`src/rtl/instr_fetch_unit.sv`:
```
// Instruction fetch unit: issues word reads to instruction memory for the
// current PC over a req/gnt/rvalid handshake, buffers returned words in a
// small FIFO, and presents them to decode with a valid/ready handshake.
// Supports flush on branch/jump redirect.
//
// Ports:
//   clk, rst            clock, asynchronous active-high reset
//   pc_in               current PC from the PC register
//   pc_advance          PC load enable, one pulse per granted fetch
//   flush               redirect: drop buffered and in-flight instructions
//   imem_req/addr       read request and word-aligned address
//   imem_gnt            memory accepted the request
//   imem_rvalid/rdata   read response
//   instr_valid/instr/instr_pc  buffer head presented to decode
//   instr_ready         decode consumes the head this cycle
module instr_fetch_unit #(
  parameter int unsigned ADDR_W    = 32,
  parameter int unsigned DATA_W    = 32,
  parameter int unsigned BUF_DEPTH = 2
) (
  input  logic              clk,
  input  logic              rst,
  input  logic [ADDR_W-1:0] pc_in,
  output logic              pc_advance,
  input  logic              flush,
  output logic              imem_req,
  output logic [ADDR_W-1:0] imem_addr,
  input  logic              imem_gnt,
  input  logic              imem_rvalid,
  input  logic [DATA_W-1:0] imem_rdata,
  output logic              instr_valid,
  output logic [DATA_W-1:0] instr,
  output logic [ADDR_W-1:0] instr_pc,
  input  logic              instr_ready
);

  localparam int unsigned PTR_W = $clog2(BUF_DEPTH);
  localparam int unsigned CNT_W = PTR_W + 1;

  localparam logic [0:0] ST_IDLE = 1'b0;
  localparam logic [0:0] ST_RESP = 1'b1;

  logic [0:0]        state_q,   state_d;
  logic              discard_q, discard_d;
  logic [CNT_W-1:0]  count_q,   count_d;
  logic [PTR_W-1:0]  wr_ptr_q,  wr_ptr_d;
  logic [PTR_W-1:0]  rd_ptr_q,  rd_ptr_d;
  logic [ADDR_W-1:0] pend_pc_q, pend_pc_d;

  logic [DATA_W-1:0] buf_instr_q [BUF_DEPTH];
  logic [ADDR_W-1:0] buf_pc_q    [BUF_DEPTH];

  logic req_c;
  logic grant_c;
  logic push_c;
  logic pop_c;

  // Request/handshake qualifiers; space is reserved at issue so push never overflows
  always_comb begin
    req_c   = ~rst & (state_q == ST_IDLE) & (count_q < CNT_W'(BUF_DEPTH)) & ~flush;
    grant_c = req_c & imem_gnt;
    push_c  = (state_q == ST_RESP) & imem_rvalid & ~flush & ~discard_q;
    pop_c   = (count_q != '0) & instr_ready & ~flush;
  end

  assign imem_req    = req_c;
  assign pc_advance  = grant_c;
  assign imem_addr   = req_c ? {pc_in[ADDR_W-1:2], 2'b00} : '0;
  assign instr_valid = (count_q != '0);
  assign instr       = buf_instr_q[rd_ptr_q];
  assign instr_pc    = buf_pc_q[rd_ptr_q];

  // Next-state: FSM, discard flag, FIFO bookkeeping
  always_comb begin
    state_d   = state_q;
    discard_d = discard_q;
    count_d   = count_q;
    wr_ptr_d  = wr_ptr_q;
    rd_ptr_d  = rd_ptr_q;
    pend_pc_d = pend_pc_q;

    case (state_q)
      ST_IDLE: begin
        if (grant_c) begin
          pend_pc_d = pc_in;
          state_d   = ST_RESP;
        end
      end
      ST_RESP: begin
        // Any response closes the transaction; it is dropped if flushed or stale
        if (imem_rvalid) begin
          state_d   = ST_IDLE;
          discard_d = 1'b0;
        end else if (flush) begin
          discard_d = 1'b1;
        end
      end
      default: state_d = ST_IDLE;
    endcase

    if (flush) begin
      count_d  = '0;
      wr_ptr_d = '0;
      rd_ptr_d = '0;
    end else begin
      // Pointers wrap naturally because BUF_DEPTH is a power of two
      if (push_c) wr_ptr_d = wr_ptr_q + PTR_W'(1);
      if (pop_c)  rd_ptr_d = rd_ptr_q + PTR_W'(1);
      case ({push_c, pop_c})
        2'b10:   count_d = count_q + CNT_W'(1);
        2'b01:   count_d = count_q - CNT_W'(1);
        default: count_d = count_q;
      endcase
    end
  end

  // Control state registers
  always_ff @(posedge clk or posedge rst) begin
    if (rst) begin
      state_q   <= ST_IDLE;
      discard_q <= 1'b0;
      count_q   <= '0;
      wr_ptr_q  <= '0;
      rd_ptr_q  <= '0;
      pend_pc_q <= '0;
    end else begin
      state_q   <= state_d;
      discard_q <= discard_d;
      count_q   <= count_d;
      wr_ptr_q  <= wr_ptr_d;
      rd_ptr_q  <= rd_ptr_d;
      pend_pc_q <= pend_pc_d;
    end
  end

  // Instruction buffer storage
  always_ff @(posedge clk or posedge rst) begin
    if (rst) begin
      for (int i = 0; i < int'(BUF_DEPTH); i++) begin
        buf_instr_q[i] <= '0;
        buf_pc_q[i]    <= '0;
      end
    end else if (push_c) begin
      buf_instr_q[wr_ptr_q] <= imem_rdata;
      buf_pc_q[wr_ptr_q]    <= pend_pc_q;
    end
  end

endmodule

```
`config.mk`:
```
export PLATFORM = sky130hd
export DESIGN_NAME = instr_fetch_unit
export DESIGN_NICKNAME = d
export VERILOG_FILES = /design/src/rtl/instr_fetch_unit.sv
export SDC_FILE = /design/constraint.sdc
export NUM_CORES = 1
export LEC_CHECK = 0
export BUFFER_PORTS_ARGS = -buffer_cell sky130_fd_sc_hd__buf_4
export CORE_UTILIZATION = 55
export CTS_CLUSTER_SIZE = 8
export DETAILED_ROUTE_END_ITERATION = 12
export HOLD_SLACK_MARGIN = 0.08
export PLACE_DENSITY = 0.8
export SYNTH_ARGS = -nofsm -noshare
export SYNTH_HDL_FRONTEND = slang
export SYNTH_SLANG_ARGS = --single-unit
```
`constraint.sdc`:
```
create_clock -name clk -period 10.45 [get_ports clk]
set_input_delay 2.09 -clock clk [delete_from_list [all_inputs] [get_ports clk]]
set_output_delay 2.09 -clock clk [all_outputs]
set_load 0.01 [all_outputs]
```
==> impl_metrics.ini, run 1 <==
[status]
status = finished clean

[sta]
fin_skew_ps = 6.25
slew_viol_final = 0
setup_viol = 0
fmax_mhz = 172
timing.final.crit_share = 0.555
grt_setup_unrepaired = false
fin_crit_ps = 5800
hold_violations = 0
setup_tns_ps = 0
relSlewSlack = 0.337
worstMarginPinSlew_ps = 995

[cts]
numCtsBuffers = 17
clock_latency_ps = 420
ctsResizeCount = 0
h-tree-depth = 4
clock_sinks = 166
tritoncts = done
clock-root-buffer = clkbuf_16
cts-hold-fix-buffers = 0
clk_pin_slew_ps = 60
post_cts_buffers = 0
clockBufferDepth = 2

[drt]
drt-initial-drc-count = 214
viasPerCell = 5.31
wirelength_um = 14200
vias = 4391
drcViolationCount = 0
drt-wirelength-per-cell_um = 17.1
drtAntennaViolNets = 0
firstDrtPassIters = 4

[grt]
grt_max_degree = 85
grt_pass1_wl_um = 23900
antenna_found_initial = 0
grt_overflow = 0
grt_use_total = 0.223
grt_pass1_vias = 4792

[floorplan]
coreArea_mm2 = 0.0128
die_w_um = 117
rows = 41
start_util = 0.573
dieArea_mm2 = 0.0138
num_io_pins = 169
fp.dieH_um = 117

[logic_synthesis]
ys_seq_area_frac = 0.568
syn_avg_cell_area_um2 = 15.3
synth_cell_types = 29
ys_seq_elements = 166
synth_warnings = 0
synthesis.area_mm2 = 0.00731
syn_inst = 478

[place]
place.gp.congestion = 0.822
hpwl_um = 9220
io_buffer_count = 166
dp.cells = 795

[worst_setup_path]
path_class = in2out
worst_setup_path_end_kind = primary output
path_max_fanout = 34
arrival_ps = 3710
worstSetupStartpointType = input port
critPathRequiredTime_ps = 8360
rr_worst_depth = 4

[flow_run]
drv_cap = 0

[finish]
diodes = 0
layout-drive-gt1-share = 0.650
layout.nets = 712
synthToLayoutAreaGrowth_pct = 25.7
final_cells = 827

[power_and_ir_drop]
peakVddDrop_v = 0.000134
leakage_nw = 4.52
powerDensity_mw_per_mm2 = 231
power.total_mw = 2.13

[min_path]
whs_path_depth = 1
worstHoldPathType = reg2reg
==> cell usage in the layout (no fill, tap or decap), types with 2 or more instances in the layout <==
cell,instances
conb_1,2
xor2_1,2
clkbuf_16,17
mux2_1,9
a21oi_1,2
clkinvlp_4,5
clkinv_2,4
mux2_2,215
and2_1,30
o21ai_0,2
inv_1,3
buf_4,173
bufinv_16,3
dfrtp_1,165
nor2_1,3
==> worst max-delay path, stage by stage <==
cell and delay, ps:
buf_4 150, nor4_4 260, buf_4 310, nand2_2 560
inv_1 180, buf_4 140
==> metrics by stage <==
step	area, um^2	worst slack, ps	hold slack, ps	utilization
floorplan	7320	3870	454	-
global placement	8600	4610	463	0.673
detailed placement	8600	4590	475	0.673
CTS	9200	4600	491	0.720
global route	9200	4490	511	0.720
finish	9200	4650	487	0.720
==> state kept, by name, summed over array words and instances (netlist names) <==
name and count:
buf_instr_q 64, buf_pc_q 64, pend_pc_q 32, count_q 2, discard_q 1, rd_ptr_q 1, state_q 1, wr_ptr_q 1
==> final timing paths <==
kind	start	slack, ps	to
setup / recovery	flush	4650	pc_advance
hold / removal	buf_instr_q[50]	490	buf_instr_q[50]
setup reg to reg	state_q	8230	pend_pc_q[19]
hold reg to reg	buf_instr_q[50]	490	buf_instr_q[50]
max in group asynchronous	rst	7080	rd_ptr_q
min in group asynchronous	rst	1790	buf_instr_q[62]
==> kinds of logic after synthesis <==
kind of cell | share of synthesized area
compound gates | 0.00479
buf+inv | 0.0349
other cells | 0.000513
xor+xnor | 0.00240
mux | 0.345
simple gates | 0.0445
flops | 0.568
==> per-layer routing <==
metal  GRT usage  share of wire  up-vias
met5           0              0        -
met1       0.277           0.44     2211
met4       0.105          0.027        0
met2       0.365           0.49      133
li1            -              -     2013
met3      0.0559          0.051       34
==> power breakdown <==
group / internal (mW) / total (mW) / switching, mW
Clock: 0.380 / 0.627 / 0.247
Sequential: 0.811 / 0.898 / 0.0867
Combinational: 0.373 / 0.604 / 0.231
Total: 1.56 / 2.13 / 0.564
==> synthesized netlist by cell type <==
library cell,n,share of area
buf_4,3,0.0031
mux2_2,215,0.33
buf_2,6,0.0041
or2_2,1,0.00086
or4_1,1,0.0010
conb_1,1,0.00051
nor4bb_1,1,0.0014
nand2_2,1,0.00086
nor2_1,3,0.0015
nor3_4,1,0.0022
a21oi_1,2,0.0014
o21ai_0,2,0.0014
nand3b_1,1,0.0010
and2_1,30,0.026
and3b_1,1,0.0012
nand2b_1,1,0.00086
mux2_1,9,0.014
a21boi_0,1,0.0010
nor2b_1,1,0.00086
nor4_4,1,0.0029
inv_1,4,0.0021
clkbuf_1,5,0.0026
xor2_1,2,0.0024
nor4_1,1,0.00086
dfrtp_1,166,0.57
o211ai_1,1,0.0010
buf_6,15,0.023
nand3b_4,1,0.0027
nand2_1,1,0.00051
==> final cells by class <==
cell class	instances	area, um^2
Multi-Input combinational cell	280	2910
Clock inverter	13	156
Inverter	4	20.0
Sequential cell	166	4160
Clock buffer	19	443
Timing Repair Buffer	173	1300
Tap cell	172	215
Fill cell	854	3580
Note: power is estimated with default switching activity, not from simulation.
==> inputs of run 2 (changes only) <==
Settings changed: CORE_UTILIZATION 55 to 54, PLACE_DENSITY 0.8 to 0.79.
Clock period 10.45 ns to 5.5 ns, I/O delays scaled along.
==> impl_metrics.ini, run 2 (same netlist as run 1, synthesis figures left out) <==
[status]
status = finished clean

[power_and_ir_drop]
powerDensity_mw_per_mm2 = 442
leakage_nw = 4.55
peakVddDrop_v = 0.000273
power.total_mw = 4.09

[drt]
drtAntennaViolNets = 0
wirelength_um = 14500
wl_met2_um = 7520
wl_met3_um = 744
vias = 4360
m1WireLength_um = 6140
drcViolationCount = 0
top_layer = met4
firstDrtPassIters = 4
viasPerCell = 5.24
drt-initial-drc-count = 239
drt-wirelength-per-cell_um = 17.5

[worst_setup_path]
worst_setup_path_end_kind = primary output
reg2reg_to = pend_pc_q[13]
cp_slowest_stage_delay_ps = 1100
worstSetupStartpointType = flop
reg2reg_slack_ps = 3560
path_cells = buf_4, mux2_2, buf_4
critPathRequiredTime_ps = 4400
path_class = reg2out
arrival_ps = 2580
rr_worst_depth = 3
path_max_fanout = 44
r2r_start = state_q
cpMaxStageDelayCell = dfrtp_2
crit_top_cell = buf_4

[finish]
layout.nets = 712
final_cells = 832
final_cell_mix = mux2_2, buf_4, dfrtp_1
fillers = 955
layout-drive-gt1-share = 0.649
top_regs = buf_instr_q (64), buf_pc_q (64), pend_pc_q (32)
multi_input_area_mm2 = 0.00291
synthToLayoutAreaGrowth_pct = 26.4
layout_commonest_cell = mux2_2
seqCellArea_mm2 = 0.00416

[floorplan]
dieArea_mm2 = 0.0140
coreArea_mm2 = 0.0132
start_util = 0.552
rows = 42
fp.dieH_um = 118
die_w_um = 118
num_io_pins = 169

[cts]
tritoncts = done
clockBufferDepth = 2
clock-root-buffer = clkbuf_16
clk_pin_slew_ps = 60
cts-hold-fix-buffers = 0
numCtsBuffers = 17
h-tree-depth = 4
post_cts_buffers = 0
clock_latency_ps = 420
clock_sinks = 166
ctsResizeCount = 0

[grt]
grt_max_degree = 167
grt_overflow = 0
grt_pass1_vias = 4839
grt_pass1_wl_um = 23800
antenna_found_initial = 0
grt_use_total = 0.220

[sta]
setup_viol = 0
setup_tns_ps = 0
timing.final.crit_share = 0.670
hold_violations = 0
fmax_mhz = 272
relSlewSlack = 0.262
fin_skew_ps = 5.08
slew_viol_final = 0
worstMarginPinSlew_ps = 1110
grt_setup_unrepaired = false
fin_crit_ps = 3680

[place]
io_buffer_count = 166
dp.cells = 799
hpwl_um = 9370
place.gp.congestion = 0.728

[min_path]
worstHoldPathType = reg2reg
min_to = buf_instr_q[51]
hold_start = buf_instr_q[51]
whs_path_depth = 1

[flow_run]
drv_cap = 0
-- run 2: through the flow --
stage	hold slack (ps)	worst slack (ps)	area (um^2)	utilization
final	490	1820	9250	0.698
after global routing	508	1720	9240	0.698
after CTS	492	1800	9240	0.698
after detailed placement	480	1910	8610	0.650
after global placement	464	1910	8610	0.650
after floorplan	454	2280	7320	-
-- run 2: layout make-up --
class	count	share of cell area
flip-flops and latches	166	0.449
multi-input cells	280	0.314
repair buffers	173	0.142
clock buffers	25	0.0558
well taps	176	0.0238
clock inverters	7	0.0124
inverters	4	0.00203
diodes	1	0.000271
-- run 2: critical path, delay by kind of cell (launching register included) --
family                 cells  cell delay (ps)
buffers and inverters      2              630
flip-flops                 1             1100
multiplexers               1              400
-- run 2: worst max path at each step --
stage	from	to	cells after the start	slack [ps]
4_1_cts	rd_ptr_q	instr_pc[23]	3	1800
3_3_place_gp	flush	pc_advance	5	1910
2_1_floorplan	flush	imem_addr[22]	4	2280
6_report	rd_ptr_q	instr_pc[9]	3	1820
3_5_place_dp	flush	pc_advance	5	1910
5_1_grt	rd_ptr_q	instr_pc[27]	3	1720
-- run 2: power breakdown --
group	internal (mW)	total, mW	switching (mW)	leakage (nW)
Clock	0.785	1.23	0.449	0.306
Combinational	0.710	1.15	0.436	2.11
Sequential	1.54	1.71	0.168	2.14
-- run 2: metal layers --
layer / track usage / up-vias
li1: - / 2006
met4: 0.0570 / 0
met2: 0.387 / 116
met5: 0 / -
met3: 0.0647 / 12
met1: 0.264 / 2226
==> inputs of run 3 (changes only) <==
Settings changed: ABC_AREA set to 1.
Clock period 5.5 ns to 3.7 ns, I/O delays scaled along.
==> impl_metrics.ini, run 3 <==
[worst_setup_path]
cpMaxStageDelayCell = inv_2
rr_worst_depth = 6
reg2reg_to = pend_pc_q[6]
crit_top_cell = nand2_1
reg2reg_slack_ps = 1650
cp_slowest_stage_delay_ps = 490
path_cells = inv_2, buf_12, nand2_1, nand2_1, buf_4
worstSetupStartpointType = flop
cp.depth = 5
path_max_fanout = 35
r2r_start = count_q[1]
worst_setup_path_end_kind = primary output
cp_num_buf_inv = 3
arrival_ps = 1890
path_class = reg2out
critical_path.top_delay_family = buffers and inverters
endpoint = instr[29]
critPathLaunch = rd_ptr_q
critPathRequiredTime_ps = 2960

[logic_synthesis]
synthMostInstantiatedCell = nand2_1
synthArstFlopShare = 1.00
synth_edf_count = 0
synthTopCellsByCount = nand2_1, dfrtp_1, o21ai_1
ys.flop_type = dfrtp_1
synth_cell_types = 21
synth.largest_area_cell = dfrtp_1
syn_avg_cell_area_um2 = 8.17
ys_seq_area_frac = 0.565
syn_inst = 901
synth_area_leaders = dfrtp_1, nand2_1, o21ai_1
synth_top_area_frac = 0.565
synthesis.area_mm2 = 0.00736
synth_warnings = 0
ys_seq_elements = 166

[power_and_ir_drop]
p_sw_frac = 0.319
peakVddDrop_v = 0.000326
leakage_nw = 5.02
comb_power_share = 0.311
powerDensity_mw_per_mm2 = 685
p_switching_mw = 2.00
power_frac_clock = 0.273
p_seq_frac = 0.417
p_int_mw = 4.27

[sta]
hold_violations = 0
fmax_mhz = 380
relSlewSlack = 0.494
setup_tns_ps = 0
slew_viol_final = 0
fin_skew_ps = 7.45
grt_setup_unrepaired = false
fin_crit_ps = 2630
timing.final.crit_share = 0.711
worstMarginPinSlew_ps = 759
setup_viol = 0

[cts]
cts-hold-fix-buffers = 0
ctsResizeCount = 0
clock_sinks = 166
clk_pin_slew_ps = 60
tritoncts = done
h-tree-depth = 4
clock-root-buffer = clkbuf_16
post_cts_buffers = 0
clockBufferDepth = 2
numCtsBuffers = 17
clock_latency_ps = 420

[min_path]
worstHoldPathType = in2async

[drt]
drt-wirelength-per-cell_um = 12.9
drt-initial-drc-count = 407
drtAntennaViolNets = 0
drcViolationCount = 0
viasPerCell = 4.86
wirelength_um = 15900
firstDrtPassIters = 4
vias = 5983

[grt]
grt_use_total = 0.242
antenna_found_initial = 0
grt_pass1_vias = 5725
grt_max_degree = 97
grt_pass1_wl_um = 27000
grt_overflow = 0

[finish]
final_cell_mix = nand2_1, buf_4, dfrtp_1
layout.nets = 1113
top_regs = buf_instr_q (64), buf_pc_q (64), pend_pc_q (32)
layout_commonest_cell = nand2_1
diodes = 0
layout-drive-gt1-share = 0.206
synthToLayoutAreaGrowth_pct = 24.4
post-route-util = 0.691

[place]
io_buffer_count = 166
place.gp.congestion = 0.721
hpwl_um = 10100

[flow_run]
drv_cap = 0

[floorplan]
num_io_pins = 169
start_util = 0.556
rows = 42
dieArea_mm2 = 0.0141
coreArea_mm2 = 0.0132
die_w_um = 119
fp.dieH_um = 119

[status]
status = finished clean
## run 3: cell types whose count changed after synthesis, moves of 30 or more
| cell | delta |
|---|---|
| and2_1 | -30 |
| inv_1 | +100 |
| mux2_2 | -215 |
| nand2_1 | +365 |
| nor2_1 | +33 |
| o21ai_1 | +141 |
## run 3: kinds of logic (layout without fill, tap and decap cells)
kind of cell	after synthesis	in the layout	share of synthesized area
and+or+nand+nor	409	409	0.212
AOI/OAI and AO/OA	166	166	0.116
DFF	166	166	0.565
buffers and inverters	158	312	0.106
other	1	2	0.000510
xor gates and xnor gates	1	1	0.00119
## run 3: power by group through the flow
stage | clock network [mW] | registers (mW) | logic [mW]
final | 1.71 | 2.61 | 1.95
after global routing | 1.82 | 2.68 | 2.20
after CTS | 1.74 | 2.61 | 1.97
after detailed placement | 0 | 2.64 | 1.96
after global placement | 0 | 2.62 | 1.91
after floorplan | 0 | 2.58 | 1.16
## run 3: how the worst min path moves through the flow
stage / start / endpoint / slack, ps / cells past startpoint
CTS: rst / state_q / 270 / 2
floorplan: buf_pc_q[37] / buf_pc_q[37] / 450 / 2
detailed placement: buf_instr_q[58] / buf_instr_q[58] / 470 / 2
global placement: buf_instr_q[61] / buf_instr_q[61] / 470 / 2
finish: rst / state_q / 280 / 2
global route: rst / state_q / 280 / 2
## run 3: through the flow
stage	area [um^2]	setup WS (ps)	cells	total power, mW	hold slack [ps]
final	9150	1070	1232	6.27	279
after CTS	9150	1030	1232	6.33	273
after global placement	8570	1240	1200	4.52	465
after floorplan	7360	847	902	3.74	453
after global routing	9150	937	1232	6.70	279
after detailed placement	8570	1180	1200	4.60	469
## run 3: area by class of cell
class	count	area, um^2
fill	1109	4090
tap	176	220
clock inverter	9	100
clock buffer	23	478
multi-input combinational	578	2440
timing repair buffer	176	1360
inverter	104	394
sequential	166	4160
## run 3: routing by layer
layer  part of all wire  routed length [um]  track usage
met2               0.48                7640        0.393
met4              0.015                 243       0.0910
met3              0.043                 688       0.0444
met5                  0                   0            0
met1               0.46                7310        0.325
